===== src/rtl/huffman_decoder.sv =====
// Serial Huffman decoder: 16-entry loadable code table, one coded bit per cycle.
// Optional error counter enabled by defining HUF_ERR_CNT_EN.
module huffman_decoder #(
   parameter int CODE_W = 8,
   parameter int CNT_W  = 8
) (
   input  logic              clk,
   input  logic              rst_n,
   input  logic              tbl_wr,
   input  logic [3:0]        tbl_sym,
   input  logic [3:0]        tbl_len,
   input  logic [CODE_W-1:0] tbl_code,
   input  logic [CNT_W-1:0]  num_sym,
   input  logic              start,
   input  logic              bit_in,
   input  logic              bit_vld,
   output logic              bit_rdy,
   output logic [3:0]        sym_out,
   output logic              sym_vld,
   output logic              done,
   output logic              err,
   output logic [CNT_W-1:0]  err_cnt,
   output logic [1:0]        state_dbg
);

   // Bit stream handshake: a bit transfers on every rising edge where bit_vld && bit_rdy.
   typedef enum logic [1:0] {IDLE = 2'd0, DECODE = 2'd1, DONE = 2'd2} state_t;

   state_t            state, state_nxt;
   logic [CODE_W-1:0] acc, acc_nxt, wr_code;
   logic [3:0]        len_cnt, len_nxt, hit_idx;
   logic [CNT_W-1:0]  dec_cnt, num_r;
   logic [3:0]        t_len  [16];
   logic [CODE_W-1:0] t_code [16];
   logic              accept, hit, last_sym, take_start, err_evt;

   assign accept   = (state == DECODE) && bit_vld;
   assign acc_nxt  = {acc[CODE_W-2:0], bit_in};
   assign len_nxt  = len_cnt + 4'd1;
   assign err_evt  = accept && !hit && (len_nxt == 4'(CODE_W));
   assign last_sym = hit && (CNT_W'(dec_cnt + 1'b1) == num_r);
   assign state_dbg = state;

   // Descending scan so the lowest matching index is the one left standing.
   always_comb begin
      hit     = 1'b0;
      hit_idx = 4'd0;
      for (int i = 15; i >= 0; i--) begin
         if (t_len[i] == len_nxt && t_code[i] == acc_nxt) begin
            hit     = 1'b1;
            hit_idx = 4'(i);
         end
      end
   end

   // Bits above the codeword length are dropped so a full-width compare is exact.
   always_comb begin
      wr_code = '0;
      for (int b = 0; b < CODE_W; b++) begin
         wr_code[b] = tbl_code[b] & (b < int'(tbl_len));
      end
   end

   always_ff @(posedge clk or negedge rst_n) begin
      if (!rst_n) state <= IDLE;
      else        state <= state_nxt;
   end

   always_comb begin
      state_nxt  = state;
      take_start = 1'b0;
      bit_rdy    = 1'b0;
      done       = 1'b0;
      case (state)
         IDLE, DONE: begin
            done = (state == DONE);
            if (start) begin
               take_start = 1'b1;
               state_nxt  = (num_sym == '0) ? DONE : DECODE;
            end
         end
         DECODE: begin
            bit_rdy = 1'b1;
            if (accept && last_sym) state_nxt = DONE;
         end
         default: state_nxt = IDLE;
      endcase
   end

   always_ff @(posedge clk or negedge rst_n) begin
      if (!rst_n) begin
         acc     <= '0;
         len_cnt <= '0;
         dec_cnt <= '0;
         num_r   <= '0;
         sym_out <= '0;
         sym_vld <= 1'b0;
         err     <= 1'b0;
         for (int i = 0; i < 16; i++) begin
            t_len[i]  <= '0;
            t_code[i] <= '0;
         end
      end else begin
         sym_vld <= 1'b0;
         err     <= 1'b0;
         if (state == IDLE && tbl_wr) begin
            t_len[tbl_sym]  <= (tbl_len > 4'(CODE_W)) ? 4'd0 : tbl_len;
            t_code[tbl_sym] <= wr_code;
         end
         if (take_start) begin
            num_r   <= num_sym;
            dec_cnt <= '0;
            acc     <= '0;
            len_cnt <= '0;
         end
         if (accept) begin
            if (hit) begin
               sym_out <= hit_idx;
               sym_vld <= 1'b1;
               dec_cnt <= dec_cnt + 1'b1;
               acc     <= '0;
               len_cnt <= '0;
            end else if (err_evt) begin
               err     <= 1'b1;
               acc     <= '0;
               len_cnt <= '0;
            end else begin
               acc     <= acc_nxt;
               len_cnt <= len_nxt;
            end
         end
      end
   end

`ifdef HUF_ERR_CNT_EN
   logic [CNT_W-1:0] err_cnt_r;
   always_ff @(posedge clk or negedge rst_n) begin
      if (!rst_n)                           err_cnt_r <= '0;
      else if (take_start)                  err_cnt_r <= '0;
      else if (err_evt && err_cnt_r != '1)  err_cnt_r <= err_cnt_r + 1'b1;
   end
   assign err_cnt = err_cnt_r;
`else
   assign err_cnt = '0;
`endif

endmodule


===== config.mk =====
export PLATFORM = sky130hd
export DESIGN_NAME = huffman_decoder
export DESIGN_NICKNAME = d
export VERILOG_FILES = /design/src/rtl/huffman_decoder.sv
export SDC_FILE = /design/constraint.sdc
export NUM_CORES = 1
export LEC_CHECK = 0
export ABC_AREA = 0
export BUFFER_PORTS_ARGS = -buffer_cell sky130_fd_sc_hd__clkbuf_2
export CORE_MARGIN = 2
export CORE_UTILIZATION = 32
export CTS_CLUSTER_SIZE = 40
export DETAILED_ROUTE_END_ITERATION = 8
export GPL_TIMING_DRIVEN = 0
export PLACE_DENSITY = 0.53
export SLEW_MARGIN = 25
export SYNTH_ARGS = -nofsm -noshare
export SYNTH_HDL_FRONTEND = slang
export SYNTH_SLANG_ARGS = --single-unit

===== constraint.sdc =====
create_clock -name clk -period 2.7 [get_ports clk]
set_input_delay 0 -clock clk [delete_from_list [all_inputs] [get_ports clk]]
set_output_delay 0 -clock clk [all_outputs]
set_load 0.02 [all_outputs]

==> impl_metrics.toml, run 1 <==
[logic_synthesis]
synthArstFlopShare_pct = 100
synthTopCellsByArea = "dfrtp_1, o21ai_0, nand2_1, xnor2_1, xor2_1"
synth_top_area_share_pct = 49.2
avgSynthCellArea_um2 = 9.30
ys.flop_type = "dfrtp_1"
yosysTopAreaCell = "dfrtp_1"
syn_inst = 1240
synth_edf_count = 0
ys_types = 61
ys.warnings.count = 0
syn_area_mm2 = 0.0115
synth_seq_cells = 227
ys_seq_area_share_pct = 49.2

[timing]
setup_tns_ns = -5.02
rsz0062_at_grt = "yes"
min_period_ns = 2.98
finalHoldViolCount = 2
setup_viol = 25
slew_viol_final = 0
min_period_over_period_pct = 110
fin_worst_skew_ns = 0.0144
worst_pin_slew_ns = 1.10
setup_slack_ns = -0.283
slew_headroom_pct = 26.9
max_freq_mhz = 335
fin_hold_ws_ns = -0.00625

[finish]
antenna_cells = 0
area_delta_synth_final_pct = 27.1
fin_area_mm2 = 0.0147
fin_util_pct = 41.2
finalNonFillerCells = 1861
drive_above_1_share_pct = 16.9
mostFrequentLayoutCells = "nand2_1, dfrtp_1, o21ai_0, xor2_1, xnor2_1"
final_common_cell = "nand2_1"
final_net_count = 1411

[worst_setup_path]
cp_top_family = "buffers and inverters"
reg2reg_slack_ns = -0.28
r2r_cells = 14
crit_path_end_kind = "register"
critPathMaxFanout = 10
worstPathCellList = "ha_4 -> buf_12 -> buf_16 -> xnor2_4 -> nand4_1 -> nor4_4 -> buf_6 -> a221oi_4 -> o22ai_2 -> nand4bb_1 -> buf_6 -> a311oi_4 -> buf_12 -> mux2_4"
crit_type = "reg -> reg"
reg2reg_to = "len_cnt[0]"
worst-path-buf-inv = 5
critPathSlowestCell = "dfrtp_2"
timing.rr.start = "len_cnt[0]"
worst_ep_arrival_time_ns = 3.41
crit_required_ns = 3.13
crit_path_max_incr_delay_ns = 0.45
worstSetupStartpointType = "register"

[hold_path]
min_to = "t_code[34]"
hp-start = "tbl_code[2]"
min_path_cells = 3
min_path_type = "in -> reg"

[flow_run]
maxCapViolations = 0

[status]
status = "finished, violations left"
violations = "hold timing, setup timing"

[power]
vdd_drop_max_v = 0.000546
finalPower_mw = 13.8
powerDensity_mw_per_mm2 = 943
p_leak_nw = 6.59

[global_route]
global_route.overflow_total = 0
grt_pass1_wl_um = 56400
grt_pass1_vias = 9383
grt_max_degree = 83
antenna_found_initial = 2
grt_usage_pct = 19.4

[placement]
dpl.cell_count = 1750
place_ws_ns = -1.09
place_area_mm2 = 0.0125
dp_hpwl_um = 23600
io_buffers = 37
place.gp.congestion = 0.810

[floorplan]
start_util_pct = 32.4
row_count = 69
die_width_um = 194
num_io_pins = 48
die_h_um = 194
core_area_mm2 = 0.0356
die-area_mm2 = 0.0376

[drt]
vias = 9507
drt-initial-drc-count = 593
dr.pass1.iters = 5
postRouteAntennaNets = 0
wl_per_cell_um = 19.8
postRouteWirelength_um = 36900
drc = 0
via_per_inst = 5.11

[cts]
cts_max_path_buffers = 3
cts_tree = "built"
cts-root-buf = "clkbuf_16"
clock_latency_ns = 0.55
clk_pin_slew_ns = 0.06
numCtsBuffers = 28
clock-sinks = 227
htree_levels = 1
cell usage after synthesis (all sizes together) (2+ instances only):
library cell  instances
ha                    3
nand4                35
o211ai                2
and3                  3
o21ai               205
clkbuf               50
a22o                  9
a211oi                2
xor2                 97
buf                  35
o32ai                 2
a211o                 3
and2                  2
a21o                  2
a221o                 2
nor2b                 6
nand2b                6
o21a                  2
dfrtp               227
mux2i                 8
nor4                 39
o21bai                5
nor2                 30
a21boi                3
o31ai                 2
a221oi               10
or4                   4
nor3                  6
xnor2               102
nand2               273
inv                  17
o22ai                 4
and4                  2
nand3                16
a311oi                3
a21oi                 9
report_power, final:
group          switching (mW)  internal, mW  total (mW)
sequential              0.346          3.85        4.20
clock                    1.53          2.34        3.87
combinational            3.11          2.65        5.76
worst max-delay path by stage:
stage / from / endpoint / cells after the start
after floorplan: len_cnt[1] / len_cnt[0] / 11
after global placement: rst_n / t_code[109] / 1
after detailed placement: len_cnt[0] / sym_out[1] / 12
after CTS: len_cnt[0] / len_cnt[0] / 14
after global routing: len_cnt[0] / len_cnt[0] / 14
final: len_cnt[0] / len_cnt[0] / 14
repair_timing:
action | CTS | global route
hold buffers | 19 | 0
setup buffers | 23 | 14
pin swaps | 17 | 29
endpoints found under the setup margin | 27 | 31
endpoints found under the hold margin | 192 | 0
gates cloned | 3 | 0
gates resized for setup | 74 | 49
metal layers:
| metal | GRT usage [%] | wire, um | vias up |
|---|---|---|---|
| met4 | 6.45 | 1160 | 0 |
| li1 | - | - | 4513 |
| met5 | 0 | 0 | - |
| met3 | 2.63 | 2110 | 79 |
| met2 | 31.5 | 17100 | 273 |
| met1 | 26.9 | 16500 | 4642 |
cells by family (layout without fill, tap and decap cells):
logic type / after synthesis / count (layout) / synth area share (%)
multiplexers: 9 / 9 / 0.792
XOR/XNOR: 199 / 199 / 15.3
other: 1 / 8 / 0.0325
buffers and inverters: 102 / 254 / 3.96
AO/OA/AOI/OAI: 271 / 271 / 13.5
adder cells (fa/ha/maj): 3 / 3 / 0.325
flip-flops: 227 / 227 / 49.2
AND/OR/NAND/NOR: 428 / 429 / 16.8
registers in the layout (all words and copies together) (netlist names):
| name | count |
|---|---|
| t_code | 128 |
| t_len | 64 |
| dec_cnt | 8 |
| num_r | 8 |
| acc | 7 |
| len_cnt | 4 |
| sym_out | 4 |
| state_dbg | 2 |
| err | 1 |
| sym_vld | 1 |
worst min-delay path, cell delays in order:
cell      delay [ns]
clkbuf_2        0.08
nand2_1         0.29
o21ai_0         0.12
layout make-up:
class | count | area, um2
Timing Repair Buffer | 100 | 876
Fill cell | 3503 | 20900
Clock buffer | 35 | 778
Sequential cell | 227 | 5680
Buffer | 85 | 492
Clock inverter | 17 | 184
Multi-Input combinational cell | 919 | 6000
Inverter | 17 | 76.3
Tap cell | 461 | 577
Power figures use the tool's default switching activity.
==> inputs of run 2 (changes only) <==
--- a/constraint.sdc
+++ b/constraint.sdc
@@ -3,2 +3,2 @@
 set_output_delay 0 -clock clk [all_outputs]
-set_load 0.02 [all_outputs]
+set_load 0.1 [all_outputs]
==> impl_metrics.toml, run 2 (synthesized netlist as in run 1, its figures left out) <==
[finish]
top_regs = "t_code x128, t_len x64"
area_delta_synth_final_pct = 27.3
mostFrequentLayoutCells = "nand2_1, dfrtp_1, o21ai_0, xnor2_1, xor2_1"
antenna_cells = 0
final_net_count = 1412
largest_reg_flops = 128
finalNonFillerCells = 1861
largest-register = "t_code"
drive_above_1_share_pct = 16.4
final_common_cell = "nand2_1"

[status]
violations = "setup timing"
status = "finished, violations left"

[cts]
cts_max_path_buffers = 3
htree_levels = 1
clk_pin_slew_ns = 0.06
clock_latency_ns = 0.56
cts-root-buf = "clkbuf_16"
cts_tree = "built"
numCtsBuffers = 27
clock-sinks = 227

[worst_setup_path]
r2r_cells = 14
worst_ep_arrival_time_ns = 3.55
worstPathCellList = "ha_4 -> xnor2_4 -> buf_12 -> xnor2_1 -> nor4_4 -> buf_4 -> a221oi_4 -> o22ai_2 -> nand4bb_1 -> buf_6 -> a311oi_4 -> buf_4 -> clkbuf_16 -> a22o_1"
crit_type = "reg -> reg"
critPathSlowestCell = "dfrtp_2"
crit_path_max_incr_delay_ns = 0.45
crit_cells = 14
critPathMaxFanout = 6
crit_required_ns = 3.18
cp_top_family = "buffers and inverters"
worst-path-buf-inv = 5
crit_top_cell = "buf_4"
crit_path_end_kind = "register"
worstSetupStartpointType = "register"

[drt]
dr.pass1.iters = 4
postRouteAntennaNets = 0
vias = 9445
wl_per_cell_um = 20.1
postRouteWirelength_um = 37400
via_per_inst = 5.08
drc = 0
drt-initial-drc-count = 669

[timing]
setup_slack_ns = -0.368
rsz0062_at_grt = "yes"
fin_hold_ws_ns = 0.0344
finalHoldViolCount = 0
fin_worst_skew_ns = 0.0249
slew_headroom_pct = 29.6
slew_viol_final = 0
setup_viol = 26
min_period_ns = 3.07
setup_tns_ns = -6.69
max_freq_mhz = 326
min_period_over_period_pct = 114
worst_pin_slew_ns = 1.06

[global_route]
antenna_found_initial = 0
grt_max_degree = 71
global_route.overflow_total = 0
grt_pass1_wl_um = 57800
grt_pass1_vias = 9502
grt_usage_pct = 19.8

[floorplan]
die_width_um = 194
row_count = 69
die_h_um = 194
core_area_mm2 = 0.0356
start_util_pct = 32.4
num_io_pins = 48
die-area_mm2 = 0.0376

[placement]
place.gp.congestion = 0.860
dpl.cell_count = 1749
io_buffers = 37
dp_hpwl_um = 23900

[hold_path]
min_path_cells = 3
min_path_type = "in -> reg"

[flow_run]
maxCapViolations = 0

[power]
vdd_drop_max_v = 0.00113
p_leak_nw = 6.61
powerDensity_mw_per_mm2 = 967
run 2: cell types whose count changed in the layout (fill, tap and decap cells not counted), sizes merged:
| cell | change |
|---|---|
| buf | +1 |
| dlygate4sd3 | +2 |
| clkbuf | +1 |
| bufinv | -1 |
| clkinvlp | -1 |
| inv | +1 |
| clkinv | -3 |
run 2: cell type report:
| cell class | instances | area [um2] |
|---|---|---|
| tap | 461 | 577 |
| inverter | 17 | 71.3 |
| buffer | 84 | 488 |
| multi-input combinational | 919 | 6000 |
| timing repair buffer | 103 | 961 |
| clock inverter | 13 | 125 |
| fill | 3496 | 20900 |
| clock buffer | 37 | 783 |
| sequential | 227 | 5680 |
run 2: what timing repair did:
action,CTS,global route
gates cloned,2,1
hold buffers,22,0
endpoints found under the setup margin,27,30
endpoints found under the hold margin,213,0
buffers inserted,27,14
resized for setup,73,52
pin swaps,19,26
run 2: metal layers:
layer / global-route usage, % / share of wire [%]
met1: 26.7 / 45
met2: 32.8 / 47
met3: 3.44 / 5.3
met4: 5.98 / 2.7
met5: 0 / 0
run 2: through the flow:
| stage | util (%) | power, mW | setup slack [ns] | instance area (um2) |
|---|---|---|---|---|
| after floorplan | - | 7.30 | 0.00925 | 11600 |
| after global placement | 34.7 | 8.46 | -3.68 | 12400 |
| after detailed placement | 35.1 | 8.53 | -1.22 | 12500 |
| after CTS | 40.1 | 13.6 | -0.357 | 14300 |
| after global routing | 41.3 | 14.9 | -0.496 | 14700 |
| final | 41.3 | 14.2 | -0.368 | 14700 |
run 2: where the power goes:
group | internal [mW] | leakage [nW] | total (mW) | switching [mW]
Sequential | 3.85 | 3.12 | 4.20 | 0.346
Combinational | 2.79 | 3.03 | 6.29 | 3.50
Clock | 2.22 | 0.455 | 3.72 | 1.50
Total | 8.86 | 6.61 | 14.2 | 5.35
run 2: worst paths after layout:
check	slack (ns)	from	endpoint
max	-0.37	len_cnt[1]	acc[1]
min in group asynchronous	0.04	rst_n	num_r[0]
max reg2reg	-0.37	len_cnt[1]	acc[1]
min	0.03	tbl_sym[3]	t_code[16]
min reg2reg	0.50	t_len[17]	t_len[17]
max in group asynchronous	1.99	rst_n	t_code[51]
run 2: tightest hold or removal path, stage by stage:
cell	delay (ns)
clkbuf_2	0.16
nand3_1	0.25
o21ai_0	0.13
==> inputs of run 3 (changes only) <==
==> constraint.sdc (replaced) <==
create_clock -name clk -period 2.7 [get_ports clk]
set_input_delay 0.54 -clock clk [delete_from_list [all_inputs] [get_ports clk]]
set_output_delay 0.54 -clock clk [all_outputs]
set_load 0.1 [all_outputs]
==> impl_metrics.toml, run 3 (synthesized netlist as in run 1, its figures left out) <==
[drt]
wl_per_cell_um = 19.8
wl_met2_um = 16300
top_layer = "met5"
vias = 9354
via_per_inst = 5.12
wl_met1_um = 16800
dr.pass1.iters = 5
drt-initial-drc-count = 640
drc = 0
dr_wl_met3_um = 2040
postRouteWirelength_um = 36300
postRouteAntennaNets = 0

[power]
seqPwrFrac_pct = 30.6
p_comb_share_pct = 40.8
intPower_mw = 8.65
clockPowerShare_pct = 28.6
vdd_drop_max_v = 0.000703
powerDensity_mw_per_mm2 = 974
p_leak_nw = 6.40
sw_frac_of_total_pct = 37.1
power.switching_mw = 5.11

[finish]
regArea_mm2 = 0.00568
antenna_cells = 0
multi_input_area_mm2 = 0.00579
fill_cells = 3614
area_delta_synth_final_pct = 22.5
largest-register = "t_code"
drive_above_1_share_pct = 14.6
final_net_count = 1379
final_common_cell = "nand2_1"
top_regs = "t_code x128, t_len x64"
largest_reg_flops = 128
fin_util_pct = 39.7
mostFrequentLayoutCells = "nand2_1, dfrtp_1, o21ai_0, xor2_1, xnor2_1"

[timing]
setup_tns_ns = -7.12
min_period_ns = 3.06
rsz0062_at_grt = "yes"
setup_slack_ns = -0.365
setup_viol = 26
slew_headroom_pct = 25.9
fin_worst_skew_ns = 0.0208
min_period_over_period_pct = 114
finalHoldViolCount = 0
worst_pin_slew_ns = 1.11
max_freq_mhz = 326
slew_viol_final = 0

[floorplan]
core_area_mm2 = 0.0356
row_count = 69
die_width_um = 194
die-area_mm2 = 0.0376
start_util_pct = 32.4
num_io_pins = 48
die_h_um = 194

[placement]
place_ws_ns = -1.13
io_buffers = 37
place.gp.congestion = 0.869
dp_hpwl_um = 23600

[global_route]
grt_pass1_vias = 9077
antenna_found_initial = 1
grt_max_degree = 80
global_route.overflow_total = 0
grt_pass1_wl_um = 55600
grt_usage_pct = 19.2

[worst_setup_path]
crit_required_ns = 3.13
worst_ep_arrival_time_ns = 3.50
crit_path_end_kind = "register"
endpoint = "len_cnt[0]"
crit_type = "reg -> reg"
worstSetupStartpointType = "register"
reg2reg_to = "len_cnt[0]"
timing.rr.start = "len_cnt[1]"
r2r_cells = 13
startpoint = "len_cnt[1]"
critPathMaxFanout = 10
reg2reg_slack_ns = -0.36

[cts]
numCtsBuffers = 27
htree_levels = 1
cts_max_path_buffers = 3
cts-root-buf = "clkbuf_16"
clock-sinks = 227
clk_pin_slew_ns = 0.06
cts_tree = "built"
clock_latency_ns = 0.56

[flow_run]
maxCapViolations = 0

[status]
status = "finished, violations left"
violations = "setup timing"

[hold_path]
min_path_type = "in -> reg"
==> run 3: cell count changes in the layout (fill, tap and decap cells not counted), moves of 3 or more <==
cell           change
nor4_2             -3
nor4_1             +3
clkbuf_1           +3
xor2_1             +4
buf_6             -10
dlygate4sd3_1     -20
a221oi_4           -3
clkinv_2           -3
==> run 3: worst min-delay path by stage <==
stage                     startpoint         to  slack (ns)  depth (start not counted)
final                     num_sym[2]   num_r[2]        0.20                          3
after global routing      num_sym[2]   num_r[2]        0.21                          3
after CTS                 num_sym[2]   num_r[2]        0.19                          3
after detailed placement    num_r[5]   num_r[5]        0.48                          2
after global placement     t_len[48]  t_len[48]        0.48                          2
after floorplan                rst_n     acc[0]        0.24                          0
==> run 3: power groups by stage <==
stage	clock, mW	sequential, mW	combinational (mW)
after floorplan	0	4.44	2.85
after CTS	4.00	4.20	5.40
after global placement	0	4.24	4.18
final	3.94	4.21	5.61
after global routing	4.13	4.26	6.03
after detailed placement	0	4.25	4.25
==> run 3: area by class of cell <==
class	instances	share of cell area, %
clock inverter	12	1.29
tap	461	4.08
inverter	17	0.540
buffer	84	3.27
timing repair buffer	70	4.10
sequential	227	40.2
multi-input combinational	919	40.9
clock buffer	38	5.57
==> run 3: repair_timing <==
item | 4_1_cts | 5_1_grt
setup buffers | 19 | 9
pin swaps | 21 | 12
gates resized for setup | 70 | 15
hold buffers | 1 | 0
endpoints found under the hold margin | 41 | 0
setup endpoints to repair | 27 | 27
cloned | 1 | 0
==> run 3: worst max-delay path, cell delays in order, from the launching register on <==
cell	delay (ns)
dfrtp_2	0.45
ha_4	0.36
buf_12	0.16
buf_12	0.12
xnor2_2	0.10
nand4_1	0.15
nor4_4	0.42
o21ai_1	0.15
o211ai_1	0.19
nand4bb_1	0.21
buf_6	0.15
a311oi_4	0.06
buf_12	0.16
mux2_4	0.26
==> run 3: metrics by stage <==
step | total power, mW | cells | cell area [um2] | hold slack (ns)
final | 13.8 | 1828 | 14100 | 0.200
after global routing | 14.4 | 1828 | 14100 | 0.212
after CTS | 13.6 | 1820 | 14000 | 0.189
after detailed placement | 8.50 | 1749 | 12500 | 0.482
after global placement | 8.42 | 1745 | 12300 | 0.482
after floorplan | 7.28 | 1247 | 11600 | 0.244
==> run 3: layer usage <==
layer / vias to the layer above / global-route usage, %
met5: - / 0
met1: 4579 / 27.5
met4: 2 / 5.70
met2: 279 / 30.3
met3: 62 / 2.73
li1: 4432 / -
